`src/rtl/div_seq_if.sv`:
```
// div_seq_if: start/done handshake and operand/result bundle for div_seq.
//
// Parameters:
//   DVD_W - dividend and quotient width
//   DVS_W - divisor and remainder width
// Signals:
//   Start     - request, sampled only while the divider is accepting
//   Dividend  - dividend operand, captured on the accepting edge
//   Divisor   - divisor operand, captured on the accepting edge
//   Sgn       - signed-mode select (only when DIV_SIGNED_EN is defined)
//   Busy      - divider is working on an operation
//   Done      - one-cycle pulse, results valid
//   Quotient  - registered quotient, held until the next Done
//   Remainder - registered remainder, held until the next Done
//   DivZero   - registered divide-by-zero flag, held with Quotient
// Modports:
//   master - requester side (drives operands and Start)
//   slave  - divider side (drives status and results)
// Configuration macro: DIV_SIGNED_EN adds the Sgn signal.
interface div_seq_if #(
    parameter int DVD_W = 25,
    parameter int DVS_W = 17
);
    logic             Start;
    logic [DVD_W-1:0] Dividend;
    logic [DVS_W-1:0] Divisor;
`ifdef DIV_SIGNED_EN
    logic             Sgn;
`endif
    logic             Busy;
    logic             Done;
    logic [DVD_W-1:0] Quotient;
    logic [DVS_W-1:0] Remainder;
    logic             DivZero;

    modport master (
        output Start, Dividend, Divisor,
`ifdef DIV_SIGNED_EN
        output Sgn,
`endif
        input  Busy, Done, Quotient, Remainder, DivZero
    );

    modport slave (
        input  Start, Dividend, Divisor,
`ifdef DIV_SIGNED_EN
        input  Sgn,
`endif
        output Busy, Done, Quotient, Remainder, DivZero
    );
endinterface

```
`src/rtl/div_seq.sv`:
```
// div_seq: sequential non-restoring divider, one quotient bit per clock
// through a single shared add/subtract stage.
//
// Parameters:
//   DVD_W - dividend/quotient width (>= 2)
//   DVS_W - divisor/remainder width (2 <= DVS_W <= DVD_W)
// Ports:
//   clk   - clock, rising edge
//   rst_n - asynchronous active-low reset
//   bus   - div_seq_if.slave: Start/Dividend/Divisor(/Sgn) in,
//           Busy/Done/Quotient/Remainder/DivZero out
// Configuration macro:
//   DIV_SIGNED_EN - adds two's-complement mode selected by Sgn. Quotient
//                   truncates toward zero, remainder takes the dividend sign.
//
// Latency: Start accepted on edge k gives Done in the cycle after edge
// k+DVD_W+2 (k+2 for a zero divisor). Start is honoured in DONE, so
// back-to-back operations run every DVD_W+3 cycles.
module div_seq #(
    parameter int DVD_W = 25,
    parameter int DVS_W = 17
) (
    input  logic        clk,
    input  logic        rst_n,
    div_seq_if.slave    bus
);

    localparam int CNT_W = (DVD_W > 1) ? $clog2(DVD_W) : 1;

    typedef enum logic [2:0] {
        S_IDLE,
        S_LOAD,
        S_ITER,
        S_FIX,
        S_DONE
    } state_t;

    state_t state, state_nxt;

    // Captured operands (held from the accepting edge until the next accept)
    logic [DVD_W-1:0]        dvd_r;
    logic [DVS_W-1:0]        dvs_r;
`ifdef DIV_SIGNED_EN
    logic                    sgn_r;
`endif

    // Working datapath
    logic [DVS_W-1:0]        dvs_mag;
    logic [DVD_W-1:0]        dq;        // dividend bits shift out of the top, quotient bits in at the bottom
    logic signed [DVS_W:0]   p;         // partial remainder, two's complement
    logic signed [DVS_W:0]   p_sh;
    logic signed [DVS_W:0]   p_step;
    logic signed [DVS_W:0]   dvs_ext;
    logic [DVS_W-1:0]        rem_mag;
    logic [CNT_W-1:0]        cnt;
    logic                    dz_r;
    logic                    accept;

    // Result registers
    logic [DVD_W-1:0]        quo_r;
    logic [DVS_W-1:0]        rem_r;
    logic                    divzero_r;

`ifdef DIV_SIGNED_EN
    logic                    neg_q;
    logic                    neg_r;

    function automatic logic [DVD_W-1:0] f_mag_dvd(input logic [DVD_W-1:0] v, input logic s);
        // The most negative value maps onto its own unsigned magnitude.
        return (s && v[DVD_W-1]) ? (~v + 1'b1) : v;
    endfunction

    function automatic logic [DVS_W-1:0] f_mag_dvs(input logic [DVS_W-1:0] v, input logic s);
        return (s && v[DVS_W-1]) ? (~v + 1'b1) : v;
    endfunction

    function automatic logic [DVD_W-1:0] f_neg_quo(input logic [DVD_W-1:0] v, input logic n);
        // -MIN / -1 yields magnitude 2^(DVD_W-1), which already reads as MIN.
        return n ? (~v + 1'b1) : v;
    endfunction

    function automatic logic [DVS_W-1:0] f_neg_rem(input logic [DVS_W-1:0] v, input logic n);
        return n ? (~v + 1'b1) : v;
    endfunction

    assign neg_q = sgn_r & (dvd_r[DVD_W-1] ^ dvs_r[DVS_W-1]);
    assign neg_r = sgn_r & dvd_r[DVD_W-1];
`endif

    assign accept  = ((state == S_IDLE) || (state == S_DONE)) && bus.Start;
    assign dvs_ext = {1'b0, dvs_mag};

    // One non-restoring step. The shift drops P's MSB; the arithmetic stays
    // correct modulo 2^(DVS_W+1) and the result always lies in [-D, D).
    always_comb begin
        p_sh   = {p[DVS_W-1:0], dq[DVD_W-1]};
        p_step = p[DVS_W] ? (p_sh + dvs_ext) : (p_sh - dvs_ext);
    end

    // Final correction: a negative P is restored by one add. Only the low
    // DVS_W bits are needed since the corrected value is in [0, D).
    assign rem_mag = p[DVS_W] ? (p[DVS_W-1:0] + dvs_mag) : p[DVS_W-1:0];

    // ---- FSM: state register ----
    always_ff @(posedge clk or negedge rst_n) begin
        if (!rst_n) state <= S_IDLE;
        else        state <= state_nxt;
    end

    // ---- FSM: next state ----
    always_comb begin
        state_nxt = state;
        case (state)
            S_IDLE:  state_nxt = accept ? S_LOAD : S_IDLE;
            // A zero divisor skips ITER but still passes FIX, which is where
            // results are written; that gives the two-cycle zero-divide path.
            S_LOAD:  state_nxt = (dvs_r == '0) ? S_FIX : S_ITER;
            S_ITER:  state_nxt = (cnt == CNT_W'(DVD_W - 1)) ? S_FIX : S_ITER;
            S_FIX:   state_nxt = S_DONE;
            S_DONE:  state_nxt = accept ? S_LOAD : S_IDLE;
            default: state_nxt = S_IDLE;
        endcase
    end

    // ---- FSM: outputs ----
    always_comb begin
        bus.Busy = 1'b0;
        bus.Done = 1'b0;
        case (state)
            S_LOAD, S_ITER, S_FIX: bus.Busy = 1'b1;
            S_DONE:                bus.Done = 1'b1;
            default: ;
        endcase
    end

    // ---- Control: bit counter and zero-divisor flag ----
    always_ff @(posedge clk or negedge rst_n) begin
        if (!rst_n) begin
            cnt  <= '0;
            dz_r <= 1'b0;
        end else begin
            case (state)
                S_LOAD: begin
                    cnt  <= '0;
                    dz_r <= (dvs_r == '0);
                end
                S_ITER:  cnt <= cnt + 1'b1;
                default: ;
            endcase
        end
    end

    // ---- Datapath: operand capture, load and iterate ----
    always_ff @(posedge clk) begin
        if (accept) begin
            dvd_r <= bus.Dividend;
            dvs_r <= bus.Divisor;
`ifdef DIV_SIGNED_EN
            sgn_r <= bus.Sgn;
`endif
        end
        case (state)
            S_LOAD: begin
                p <= '0;
`ifdef DIV_SIGNED_EN
                dq      <= f_mag_dvd(dvd_r, sgn_r);
                dvs_mag <= f_mag_dvs(dvs_r, sgn_r);
`else
                dq      <= dvd_r;
                dvs_mag <= dvs_r;
`endif
            end
            S_ITER: begin
                p  <= p_step;
                dq <= {dq[DVD_W-2:0], ~p_step[DVS_W]};
            end
            default: ;
        endcase
    end

    // ---- Results: written in FIX, i.e. on the edge that raises Done ----
    always_ff @(posedge clk or negedge rst_n) begin
        if (!rst_n) begin
            quo_r     <= '0;
            rem_r     <= '0;
            divzero_r <= 1'b0;
        end else if (state == S_FIX) begin
            if (dz_r) begin
                quo_r     <= '1;
                rem_r     <= '0;
                divzero_r <= 1'b1;
            end else begin
`ifdef DIV_SIGNED_EN
                quo_r <= f_neg_quo(dq, neg_q);
                rem_r <= f_neg_rem(rem_mag, neg_r);
`else
                quo_r <= dq;
                rem_r <= rem_mag;
`endif
                divzero_r <= 1'b0;
            end
        end
    end

    assign bus.Quotient  = quo_r;
    assign bus.Remainder = rem_r;
    assign bus.DivZero   = divzero_r;

endmodule
```
`src/flat_wrapper.sv`:
```
// flat-port wrapper written by rule: the top's interface ports become plain ports
module div_seq_flat 
#(
    parameter int DVD_W = 25,
    parameter int DVS_W = 17
)
  (clk, rst_n, bus_Start, bus_Dividend, bus_Divisor, bus_Busy, bus_Done, bus_Quotient, bus_Remainder, bus_DivZero);
  div_seq_if #(.DVD_W(DVD_W), .DVS_W(DVS_W)) bus_i ();
  input  logic clk;
  input  logic rst_n;
  input wire logic [$bits(bus_i.Start)-1:0] bus_Start;
  input wire logic [$bits(bus_i.Dividend)-1:0] bus_Dividend;
  input wire logic [$bits(bus_i.Divisor)-1:0] bus_Divisor;
  output wire logic [$bits(bus_i.Busy)-1:0] bus_Busy;
  output wire logic [$bits(bus_i.Done)-1:0] bus_Done;
  output wire logic [$bits(bus_i.Quotient)-1:0] bus_Quotient;
  output wire logic [$bits(bus_i.Remainder)-1:0] bus_Remainder;
  output wire logic [$bits(bus_i.DivZero)-1:0] bus_DivZero;
  assign bus_i.Start = bus_Start;
  assign bus_i.Dividend = bus_Dividend;
  assign bus_i.Divisor = bus_Divisor;
  assign bus_Busy = bus_i.Busy;
  assign bus_Done = bus_i.Done;
  assign bus_Quotient = bus_i.Quotient;
  assign bus_Remainder = bus_i.Remainder;
  assign bus_DivZero = bus_i.DivZero;
  div_seq #(.DVD_W(DVD_W), .DVS_W(DVS_W)) u_core (.clk(clk), .rst_n(rst_n), .bus(bus_i));
endmodule
```
`config.mk`:
```
export PLATFORM = sky130hd
export DESIGN_NAME = div_seq_flat
export DESIGN_NICKNAME = d
export VERILOG_FILES = /design/src/rtl/div_seq_if.sv /design/src/rtl/div_seq.sv /design/src/flat_wrapper.sv
export SDC_FILE = /design/constraint.sdc
export NUM_CORES = 1
export LEC_CHECK = 0
export ABC_CLOCK_PERIOD_IN_PS = 8700
export BUFFER_PORTS_ARGS = -buffer_cell sky130_fd_sc_hd__buf_4
export CORE_ASPECT_RATIO = 1.4
export CORE_UTILIZATION = 60
export CTS_CLUSTER_DIAMETER = 150
export DETAILED_ROUTE_END_ITERATION = 8
export PLACE_DENSITY = 0.87
export SETUP_SLACK_MARGIN = 0.1
export SYNTH_ARGS = -nofsm -noshare
export SYNTH_HDL_FRONTEND = slang
export SYNTH_SLANG_ARGS = --single-unit
```
`constraint.sdc`:
```
create_clock -name clk -period 8.7 [get_ports clk]
set_clock_uncertainty 0.15 [all_clocks]
set_input_delay 1.74 -clock clk [delete_from_list [all_inputs] [get_ports clk]]
set_output_delay 1.74 -clock clk [all_outputs]
set_load 0.03 [all_outputs]
```
==> results.yml, run 1 <==
run_status:
  outcome: "complete, no violations"
route:
  via_per_inst: 6.121
  drt_wl_total_um: 18070
  detailroute.via_count: 5748
  route.detailed.drc: 0
  avgRoutedWirePerCell_um: 19.24
  ant_nets: 0
  number_of_search_and_repair_iterations_in_the_first_detailed_routing_pass: 7
  initialDrtViolationCount: 415
cts:
  clk_pin_slew_ns: 0.06
  insertion_delay_ns: 0.42
  cts_buffer_count: 17
  cts.repair.resized: 0
  cts_tree: "yes"
  post_cts_repair_setup_buffers: 0
  cts-hold-fix-buffers: 0
  clock_sink_count: 154
  max-clock-path-buffers: 2
  cts-root-buf: "clkbuf_16"
  cts-htree-levels: 4
synth:
  syn_area_um2: 7567
  ys_types: 55
  synthArstFlopShare: 0.3377
  post_synth.cell_area_avg_um2: 11.01
  ys_warn_count: 0
  ys.flop_type: "edfxtp_1"
  yosysSeqAreaShare: 0.5767
  synth.ff_latch_count: 154
  number_of_enable_flip_flop_cells_after_synthesis: 102
  net_count_synth: 770
  synth_cells: 687
floorplan:
  fp.coreArea_um2: 12310
  io_pins: 90
  dieWidth_um: 96.92
  cell_rows: 48
  initial_core_util: 0.6146
  die-area_um2: 13070
  die-height_um: 134.9
grt:
  grt_pass1_wl_um: 28510
  gr-total-overflow: 0
  grt_antenna_before_repair: 0
  via_count_of_the_first_global_routing_pass: 5854
  grt_use_total: 0.2834
  grt_max_degree: 53
sta:
  grt_setup_unrepaired: "false"
  final.hold.worst_slack_ns: 0.3058
  final-max-slew-violation-count: 0
  timing.final.setup_violations: 0
  relSlewSlack: 0.2261
  timing.setup.tns_ns: 0
  worst-slew-pin-transition_ns: 1.161
  finalWorstPathRequiredPeriod_ns: 3.934
  hold_violations: 0
  layout_worst_path_cycle_share: 0.4522
  achievable-frequency_mhz: 254.2
placement:
  dp.cells: 907
  portBuffers: 89
  placed_cell_area_um2: 8364
  place.gp.congestion: 0.8778
  hpwlAfterDp_um: 12270
critical_path:
  critPathRequiredTime_ns: 8.73
  crit_fanout: 6
  path_class: "reg -> reg"
  timing.critical_path.to_type: "register"
  timing.critical_path.from_type: "register"
  cp_data_arrival_time_ns: 3.96
finish:
  fin_cells: 939
  syn_to_final_growth_pct: 17.68
  ratio_of_cells_with_drive_above_1_in_the_final_layout: 0.1736
  design.final.nets: 859
  finalInstanceArea_um2: 8905
  filler_cell_count: 812
  diode_count: 0
pwr:
  vdd.ir_drop.worst_mv: 0.2881
  total_design_power_mw: 4.009
  leakagePower_nw: 3.950
  powerDensity_nw_per_um2: 450.3
flow_run:
  reported_max_cap_violation_count: 0
min_path:
  hold_path.class: "reg -> reg"
[per-stage QoR]
stage                 util  worst slack [ns]
global placement    0.6794             4.863
detailed placement  0.6794             4.787
global route        0.7233             4.427
CTS                 0.7233             4.750
floorplan                -             5.131
finish              0.7233             4.766
[report_power, final]
group          total (mW)  leakage, nW  internal, mW  switching [mW]
Combinational        1.99         2.05         0.758            1.23
Clock               0.685        0.265         0.378           0.307
Sequential           1.34         1.63          1.14           0.196
[kinds of logic (layout without fill, tap and decap cells)]
kind of cell / Yosys count / after routing / share of synthesized area
AND/OR/NAND/NOR: 252 / 252 / 0.1482
AO/OA/AOI/OAI: 156 / 156 / 0.1318
flip-flops: 154 / 154 / 0.5767
XOR/XNOR: 39 / 39 / 0.04613
buffers and inverters: 39 / 141 / 0.02034
adder cells (fa/ha/maj): 38 / 38 / 0.06481
multiplexers: 9 / 9 / 0.01207
[routing by layer]
| layer | GRT usage | share of wire | vias to the layer above | wire length [um] |
|---|---|---|---|---|
| li1 | - | - | 2646 | - |
| met5 | 0 | 0 | - | 0 |
| met1 | 0.3108 | 0.36 | 2738 | 6551 |
| met2 | 0.5051 | 0.53 | 295 | 9555 |
| met4 | 0.1559 | 0.042 | 0 | 764 |
| met3 | 0.06781 | 0.066 | 69 | 1198 |
[flip-flops by register name (all words and copies together), names as in the netlist]
name,flops
u_core.cnt,5
u_core.dvs_r,17
u_core.state,3
u_core.p,18
u_core.dq,25
u_core.dz_r,1
u_core.dvd_r,25
u_core.bus.DivZero,1
u_core.bus.Quotient,25
u_core.bus.Remainder,17
u_core.dvs_mag,17
[worst paths after layout]
kind                                              from                             endpoint  slack [ns]  cells after the start
min in group asynchronous                        rst_n  u_core.bus.Remainder[2]$_DFFE_PN0P_        1.22                      1
hold reg to reg             u_core.dvs_r[15]$_DFFE_PP_         u_core.dvs_mag[15]$_DFFE_PP_        0.31                      0
hold / removal              u_core.dvs_r[15]$_DFFE_PP_         u_core.dvs_mag[15]$_DFFE_PP_        0.31                      0
setup / recovery           u_core.dvs_mag[6]$_DFFE_PP_           u_core.p[17]$_SDFFCE_PN0P_        4.77                     13
max in group asynchronous                        rst_n            u_core.cnt[1]$_DFFE_PN0P_        6.70                      1
setup reg to reg           u_core.dvs_mag[6]$_DFFE_PP_           u_core.p[17]$_SDFFCE_PN0P_        4.77                     13
[critical path: stages, from the launching register on]
cell	delay, ns
edfxtp_1	0.48
nor2_2	0.16
or4b_4	0.51
o31ai_1	0.48
o21ai_0	0.20
xor2_1	0.18
ha_1	0.35
and4_1	0.23
nand2_1	0.09
nor2_1	0.06
a221o_1	0.34
a21o_1	0.16
xnor2_1	0.14
and2_1	0.16
[cell type report]
class / count / area [um^2] / area share
clock buffer: 21 / 450.4 / 0.05058
clock inverter: 11 / 90.09 / 0.01012
inverter: 15 / 56.30 / 0.006323
multi-input combinational: 494 / 3050 / 0.3426
sequential: 154 / 4364 / 0.4901
tap: 150 / 187.7 / 0.02108
timing repair buffer: 94 / 705.7 / 0.07925
[synth_stat cells (2+ instances only)]
library cell / number / area [um^2]
nor3_1: 6 / 30.03
a221o_1: 2 / 20.02
o21bai_1: 3 / 22.52
o22ai_1: 2 / 12.51
edfxtp_1: 102 / 3063
a31oi_1: 4 / 25.02
xnor2_1: 16 / 140.1
a21oi_1: 24 / 120.1
o211ai_1: 2 / 15.01
and2_1: 5 / 31.28
inv_1: 15 / 56.30
ha_1: 36 / 450.4
mux2i_1: 8 / 80.08
o31ai_1: 7 / 52.55
nor4_1: 7 / 43.79
xor2_1: 22 / 192.7
o21ai_0: 57 / 285.3
nand4_1: 3 / 18.77
dfrtp_1: 52 / 1301
o21a_1: 5 / 37.54
a211oi_1: 6 / 45.04
a32oi_1: 4 / 35.03
a2111o_1: 2 / 22.52
o21ai_1: 7 / 35.03
o41ai_1: 3 / 26.28
clkbuf_1: 20 / 75.07
nand2_1: 153 / 574.3
nor2_1: 42 / 157.7
or3_1: 3 / 18.77
a21oi_2: 2 / 17.52
a2111oi_2: 2 / 30.03
fa_1: 2 / 40.04
nand3_1: 7 / 35.03
buf_1: 3 / 11.26
a21o_1: 20 / 150.1
or4_1: 2 / 15.01
and3_1: 6 / 37.54
nand2b_1: 8 / 50.05
[cell usage in the layout, fill, tap and decap left out, types with 7 or more instances in the layout]
master and n:
dfrtp_1 52, mux2i_1 8, inv_1 15, ha_1 36, nor2_1 42, a21o_1 20
nand2_1 153, o21ai_1 7, nand2b_1 8, xnor2_1 16, nor4_1 7, edfxtp_1 102
buf_4 94, o31ai_1 7, a21oi_1 24, o21ai_0 57, clkbuf_16 17, nand3_1 7
xor2_1 22
(Power assumes the default switching activity.)
==> run 2, diff against run 1 <==
- ABC_AREA: not set -> 1
- ABC_CLOCK_PERIOD_IN_PS: 8700 -> 3780
- CORE_UTILIZATION: 60 -> 59
- PLACE_DENSITY: 0.87 -> 0.85
- clock period: 8.7 -> 3.78 ns (I/O delays scaled with it)
==> run 2 against run 1 <==
Final cell count rose by 24%. Global-route usage grew 1.3 points. Combinational power is 150% higher. Sequential share of layout area fell by 2.4 points. Hold slack got worse by 0.092 ns. Core utilization is 0.098 points higher. Sequential cell count unchanged. First-iteration DRC count is 24% higher.
==> results.yml, run 2 <==
sta:
  grt_setup_unrepaired: "false"
  layout_worst_path_cycle_share: 0.8451
  timing.setup.tns_ns: 0
  hold_violations: 0
  timing.final.setup_violations: 0
  worst-slew-pin-transition_ns: 0.8511
  achievable-frequency_mhz: 313.0
  finalWorstPathRequiredPeriod_ns: 3.195
  final-max-slew-violation-count: 0
  layout_setup_ws_ns: 0.5854
  relSlewSlack: 0.4306
critical_path:
  critPathRequiredTime_ns: 3.81
  crit_fanout: 5
  timing.critical_path.to_type: "register"
  reg2reg_slack_ns: 0.59
  path_class: "reg -> reg"
  cp_data_arrival_time_ns: 3.23
  timing.critical_path.from_type: "register"
synth:
  synth.most_common_cell: "nand2_1"
  number_of_enable_flip_flop_cells_after_synthesis: 102
  share_of_the_synthesized_area_in_the_top_cell_type: 0.3875
  synth_cells: 877
  yosys.area.top_type: "edfxtp_1"
  yosysSeqAreaShare: 0.5522
  synth.ff_latch_count: 154
  net_count_synth: 960
  syn_area_um2: 7904
  ys_types: 41
  synthArstFlopShare: 0.3377
  ys.flop_type: "edfxtp_1"
  synth.area.top_cells: "edfxtp_1 39%, dfrtp_1 16%, nand2_1 10%, ha_1 5.7%, nor2_1 5.0%"
  post_synth.cell_area_avg_um2: 9.012
  post_synth_most_frequent_cells: "218 x nand2_1, 105 x nor2_1, 102 x edfxtp_1"
  ys_warn_count: 0
finish:
  syn_to_final_growth_pct: 18.54
  multiInputGateArea_um2: 3050
  area.sequential_um2: 4364
  layout.cells.most_common_list: "217 x nand2_1, 105 x nor2_1, 102 x edfxtp_1, 101 x inv_1, 99 x buf_4"
  design.final.nets: 1057
  ratio_of_cells_with_drive_above_1_in_the_final_layout: 0.1429
  filler_cell_count: 896
  diode_count: 0
  commonest_non_fill_non_tap_cell_in_the_layout: "nand2_1"
pwr:
  cellInternalPower_mw: 5.139
  vdd.ir_drop.worst_mv: 0.6315
  leakagePower_nw: 4.391
  sequentialPowerShare: 0.318
  power.switching_mw: 4.520
  netSwitchingFraction: 0.4679
  power_frac_clock: 0.176
  powerDensity_nw_per_um2: 1031
  power_frac_comb: 0.506
cts:
  max-clock-path-buffers: 2
  cts-root-buf: "clkbuf_16"
  cts-hold-fix-buffers: 0
  cts-htree-levels: 4
  insertion_delay_ns: 0.43
  cts.repair.resized: 0
  clock_sink_count: 154
  clk_pin_slew_ns: 0.07
  cts_tree: "yes"
  cts_buffer_count: 17
  post_cts_repair_setup_buffers: 0
grt:
  gr-total-overflow: 0
  grt_max_degree: 55
  via_count_of_the_first_global_routing_pass: 6715
  grt_use_total: 0.2963
  grt_antenna_before_repair: 0
  grt_pass1_wl_um: 31570
route:
  ant_nets: 0
  met3WireLength_um: 1144
  dr_wl_met2_um: 10500
  maxUsedRoutingLayer: "met4"
  avgRoutedWirePerCell_um: 16.74
  number_of_search_and_repair_iterations_in_the_first_detailed_routing_pass: 6
  via_per_inst: 5.601
  route.detailed.drc: 0
  detailroute.via_count: 6525
  post_route_m1_wl_um: 7094
  initialDrtViolationCount: 515
  drt_wl_total_um: 19500
floorplan:
  die-height_um: 139.0
  io_pins: 90
  die-area_um2: 13870
  initial_core_util: 0.6110
  cell_rows: 49
  dieWidth_um: 99.82
  fp.coreArea_um2: 12940
placement:
  portBuffers: 89
  hpwlAfterDp_um: 13320
  place.gp.congestion: 0.9033
  place_ws_ns: 0.7151
flow_run:
  reported_max_cap_violation_count: 0
min_path:
  hold_path.class: "in -> async"
run_status:
  outcome: "complete, no violations"
## run 2: changes by cell type after synthesis, sizes merged, moves of 11 or more
cell / previous run / this run
a21o: 20 / 2
xnor2: 16 / 5
nor2: 43 / 105
inv: 15 / 104
a21oi: 26 / 71
nand2: 153 / 218
o21ai: 64 / 50
nand3: 8 / 50
## run 2: logic make-up after synthesis
group | count (synthesis) | share of synthesized area
AOI/OAI and AO/OA | 137 | 0.09213
xor gates and xnor gates | 18 | 0.01995
adders and majority gates | 38 | 0.06205
buffers and inverters | 126 | 0.06285
DFF | 154 | 0.5522
muxes | 2 | 0.002533
and+or+nand+nor | 402 | 0.2083
## run 2: critical path, stage by stage (launching register included)
cell      delay, ns
edfxtp_1       0.43
inv_1          0.19
ha_1           0.22
nor2_1         0.07
xor2_1         0.15
ha_1           0.37
nand2_1        0.08
nand2_1        0.08
o21ai_0        0.20
o21ai_0        0.62
nand2_1        0.15
a21oi_1        0.18
nor2_1         0.06
## run 2: area by class of cell
cell class | instances | area share
sequential | 154 | 0.4658
clock buffer | 17 | 0.04541
tap | 178 | 0.02377
clock inverter | 15 | 0.01763
timing repair buffer | 99 | 0.07933
multi-input combinational | 597 | 0.3256
inverter | 105 | 0.04247
## run 2: stage by stage
step	cell area, um^2	util	hold slack, ns	cells	power (mW)
2_1_floorplan	7904	-	0.2768	877	6.385
3_3_place_gp	8778	0.6786	0.2796	1133	7.667
3_5_place_dp	8778	0.6786	0.2838	1133	7.802
4_1_cts	9369	0.7242	0.2446	1165	9.597
5_1_grt	9369	0.7242	0.2743	1165	10.30
6_report	9369	0.7242	0.2136	1165	9.659
## run 2: worst paths after layout
path,startpoint,endpoint,depth (start not counted)
max,u_core.dvs_mag[0]$_DFFE_PP_,u_core.p[16]$_SDFFCE_PN0P_,12
min,rst_n,u_core.bus.Remainder[3]$_DFFE_PN0P_,1
max reg2reg,u_core.dvs_mag[0]$_DFFE_PP_,u_core.p[16]$_SDFFCE_PN0P_,12
min reg2reg,u_core.dvs_r[11]$_DFFE_PP_,u_core.dvs_mag[11]$_DFFE_PP_,0
max in group asynchronous,rst_n,u_core.cnt[4]$_DFFE_PN0P_,1
min in group clk,u_core.dvs_r[11]$_DFFE_PP_,u_core.dvs_mag[11]$_DFFE_PP_,0
## run 2: power by group through the flow
stage	combinational (mW)	clock (mW)	sequential, mW
after floorplan	2.98	0	3.41
after detailed placement	4.73	0	3.07
after global routing	5.40	1.78	3.13
after CTS	4.83	1.71	3.06
final	4.89	1.70	3.07
after global placement	4.61	0	3.06
## run 2: metal layers
metal,vias to the layer above,GRT usage
met2,288,0.5383
met3,68,0.04889
met1,3047,0.3267
li1,3122,-
met5,-,0
met4,0,0.1548
==> run 3, diff against run 2 <==
- ABC_AREA: 1 -> 0
- ABC_CLOCK_PERIOD_IN_PS: 3780 -> 3130
- CORE_UTILIZATION: 59 -> 58
- PLACE_DENSITY: 0.85 -> 0.84
- clock period: 3.78 -> 3.13 ns (I/O delays scaled with it)
==> run 3 against run 2 <==
The run now ends with design-rule violations, negative setup slack left. Wire length increased by 3.8%. Critical path type unchanged. Global-route usage decreased by 0.42 points. First-iteration DRC count shrank 30%. Sequential power rose by 20%. Total power is 38% higher. Hold slack lost 0.10 ns. Critical path depth unchanged. Clock power is 31% higher.
==> results.yml, run 3 (synthesized netlist as in run 1, its figures left out) <==
finish:
  fin_cells: 1024
  ratio_of_cells_with_drive_above_1_in_the_final_layout: 0.2974
  diode_count: 0
  syn_to_final_growth_pct: 30.99
  layout.cells.most_common_list: "169 x buf_4, 152 x nand2_1, 102 x edfxtp_1, 52 x o21ai_0, 52 x dfrtp_1"
  design.final.nets: 942
  commonest_non_fill_non_tap_cell_in_the_layout: "buf_4"
cts:
  max-clock-path-buffers: 2
  cts_buffer_count: 17
  cts-htree-levels: 4
  insertion_delay_ns: 0.42
  cts-hold-fix-buffers: 0
  cts-root-buf: "clkbuf_16"
  cts_tree: "yes"
  clock_sink_count: 154
  clk_pin_slew_ns: 0.07
floorplan:
  die-height_um: 137.2
  initial_core_util: 0.5906
  cell_rows: 49
  dieWidth_um: 98.54
  die-area_um2: 13510
  fp.coreArea_um2: 12810
  io_pins: 90
grt:
  grt_use_total: 0.2921
  gr-total-overflow: 0
  via_count_of_the_first_global_routing_pass: 6096
  grt_pass1_wl_um: 29810
  grt_antenna_before_repair: 0
  grt_max_degree: 53
sta:
  relSlewSlack: 0.3238
  final-max-slew-violation-count: 0
  achievable-frequency_mhz: 281.5
  timing.final.setup_violations: 11
  layout_setup_ws_ns: -0.4227
  finalWorstPathRequiredPeriod_ns: 3.553
  layout_worst_path_cycle_share: 1.135
  grt_setup_unrepaired: "true"
  worst-slew-pin-transition_ns: 1.014
  hold_violations: 0
critical_path:
  timing.critical_path.from_type: "register"
  cp_data_arrival_time_ns: 3.58
  cp-startpoint: "u_core.dvs_mag[5]$_DFFE_PP_"
  timing.critical_path.to_type: "register"
  path_class: "reg -> reg"
  crit_fanout: 3
  critPathRequiredTime_ns: 3.16
  r2r_start: "u_core.dvs_mag[5]$_DFFE_PP_"
pwr:
  cellInternalPower_mw: 7.699
  netSwitchingFraction: 0.4214
  leakagePower_nw: 4.479
  vdd.ir_drop.worst_mv: 0.7952
  powerDensity_nw_per_um2: 1343
  power_frac_clock: 0.166
  total_design_power_mw: 13.31
  power_frac_comb: 0.556
  sequentialPowerShare: 0.277
  power.switching_mw: 5.608
route:
  ant_nets: 0
  detailroute.via_count: 6155
  drt_wl_total_um: 20240
  avgRoutedWirePerCell_um: 19.76
  initialDrtViolationCount: 361
  route.detailed.drc: 3
  via_per_inst: 6.011
  number_of_search_and_repair_iterations_in_the_first_detailed_routing_pass: 9
placement:
  place.gp.congestion: 0.9344
  hpwlAfterDp_um: 13020
  dp.cells: 977
  portBuffers: 89
flow_run:
  reported_max_cap_violation_count: 0
run_status:
  failing_checks: "design-rule violations, negative setup slack"
  outcome: "finished with violations"
min_path:
  hold_path.class: "in -> async"
==> run 3: cell types whose count changed in the layout (fill, tap and decap cells not counted), moves of 7 or more <==
cell / previous run / this run
inv_1: 101 / 14
nand2_1: 217 / 152
buf_4: 99 / 169
a21oi_1: 71 / 19
xor2_1: 13 / 22
xnor2_1: 5 / 13
a21o_1: 2 / 20
nand2b_1: 0 / 8
nor2_1: 105 / 37
buf_6: 0 / 8
a21oi_2: 0 / 7
nand3_1: 50 / 7
==> run 3: power by group through the flow <==
| stage | sequential [mW] | clock [mW] | combinational (mW) |
|---|---|---|---|
| 4_1_cts | 3.66 | 2.21 | 6.59 |
| 3_5_place_dp | 3.69 | 0 | 6.23 |
| 3_3_place_gp | 3.66 | 0 | 6.03 |
| 2_1_floorplan | 4.04 | 0 | 3.53 |
| 5_1_grt | 3.77 | 2.30 | 7.90 |
| 6_report | 3.69 | 2.22 | 7.40 |
==> run 3: worst max-delay path, stage by stage, from the launching register on <==
cell and delay, ns:
edfxtp_1 0.45, nor4_4 0.36, and2_4 0.22, nor2_2 0.04, xor2_1 0.21, ha_2 0.34
a2111o_1 0.46, o211ai_1 0.14, o21ba_1 0.20, o21a_1 0.25, a21o_1 0.22, xnor2_2 0.13
and2_1 0.14
==> run 3: cell type report <==
type | instances | area [um^2]
tap | 153 | 191.4
timing repair buffer | 177 | 1359
fill | 745 | 2902
inverter | 15 | 56.30
multi-input combinational | 494 | 3311
clock buffer | 17 | 425.4
clock inverter | 14 | 205.2
sequential | 154 | 4364
==> run 3: worst paths after layout <==
path / end / slack (ns) / depth (start not counted)
max: u_core.p[17]$_SDFFCE_PN0P_ / -0.42 / 12
min: u_core.bus.Remainder[15]$_DFFE_PN0P_ / 0.11 / 1
min in group clk: u_core.dvd_r[4]$_DFFE_PP_ / 0.22 / 1
max reg2reg: u_core.p[17]$_SDFFCE_PN0P_ / -0.42 / 12
min reg2reg: u_core.dvs_mag[14]$_DFFE_PP_ / 0.31 / 0
max in group asynchronous: u_core.bus.Remainder[0]$_DFFE_PN0P_ / 2.24 / 1
==> run 3: routing by layer <==
layer	routed length, um	track usage	share of wire
met1	7199	0.3199	0.36
met4	665	0.1368	0.033
met2	11030	0.5501	0.55
met5	0	0	0
met3	1343	0.04852	0.066
==> run 3: repair_timing <==
| action | CTS | global route |
|---|---|---|
| pin swaps | 18 | 36 |
| gates resized for setup | 27 | 29 |
| buffers inserted | 7 | 9 |
| endpoints found under the setup margin | 12 | 13 |
| hold endpoints to repair | 0 | 0 |
==> run 3: through the flow <==
stage	hold slack [ns]	setup TNS (ns)	area (um^2)	utilization	worst slack, ns
floorplan	0.1804	-0.3726	7600	-	-0.1981
global placement	0.2806	-1.139	8896	0.6943	-0.2391
detailed placement	0.2876	-2.222	8896	0.6943	-0.3045
CTS	0.1377	-1.283	9679	0.7554	-0.2466
global route	0.1607	-4.614	9912	0.7736	-0.5334
finish	0.1109	-3.457	9912	0.7736	-0.4227
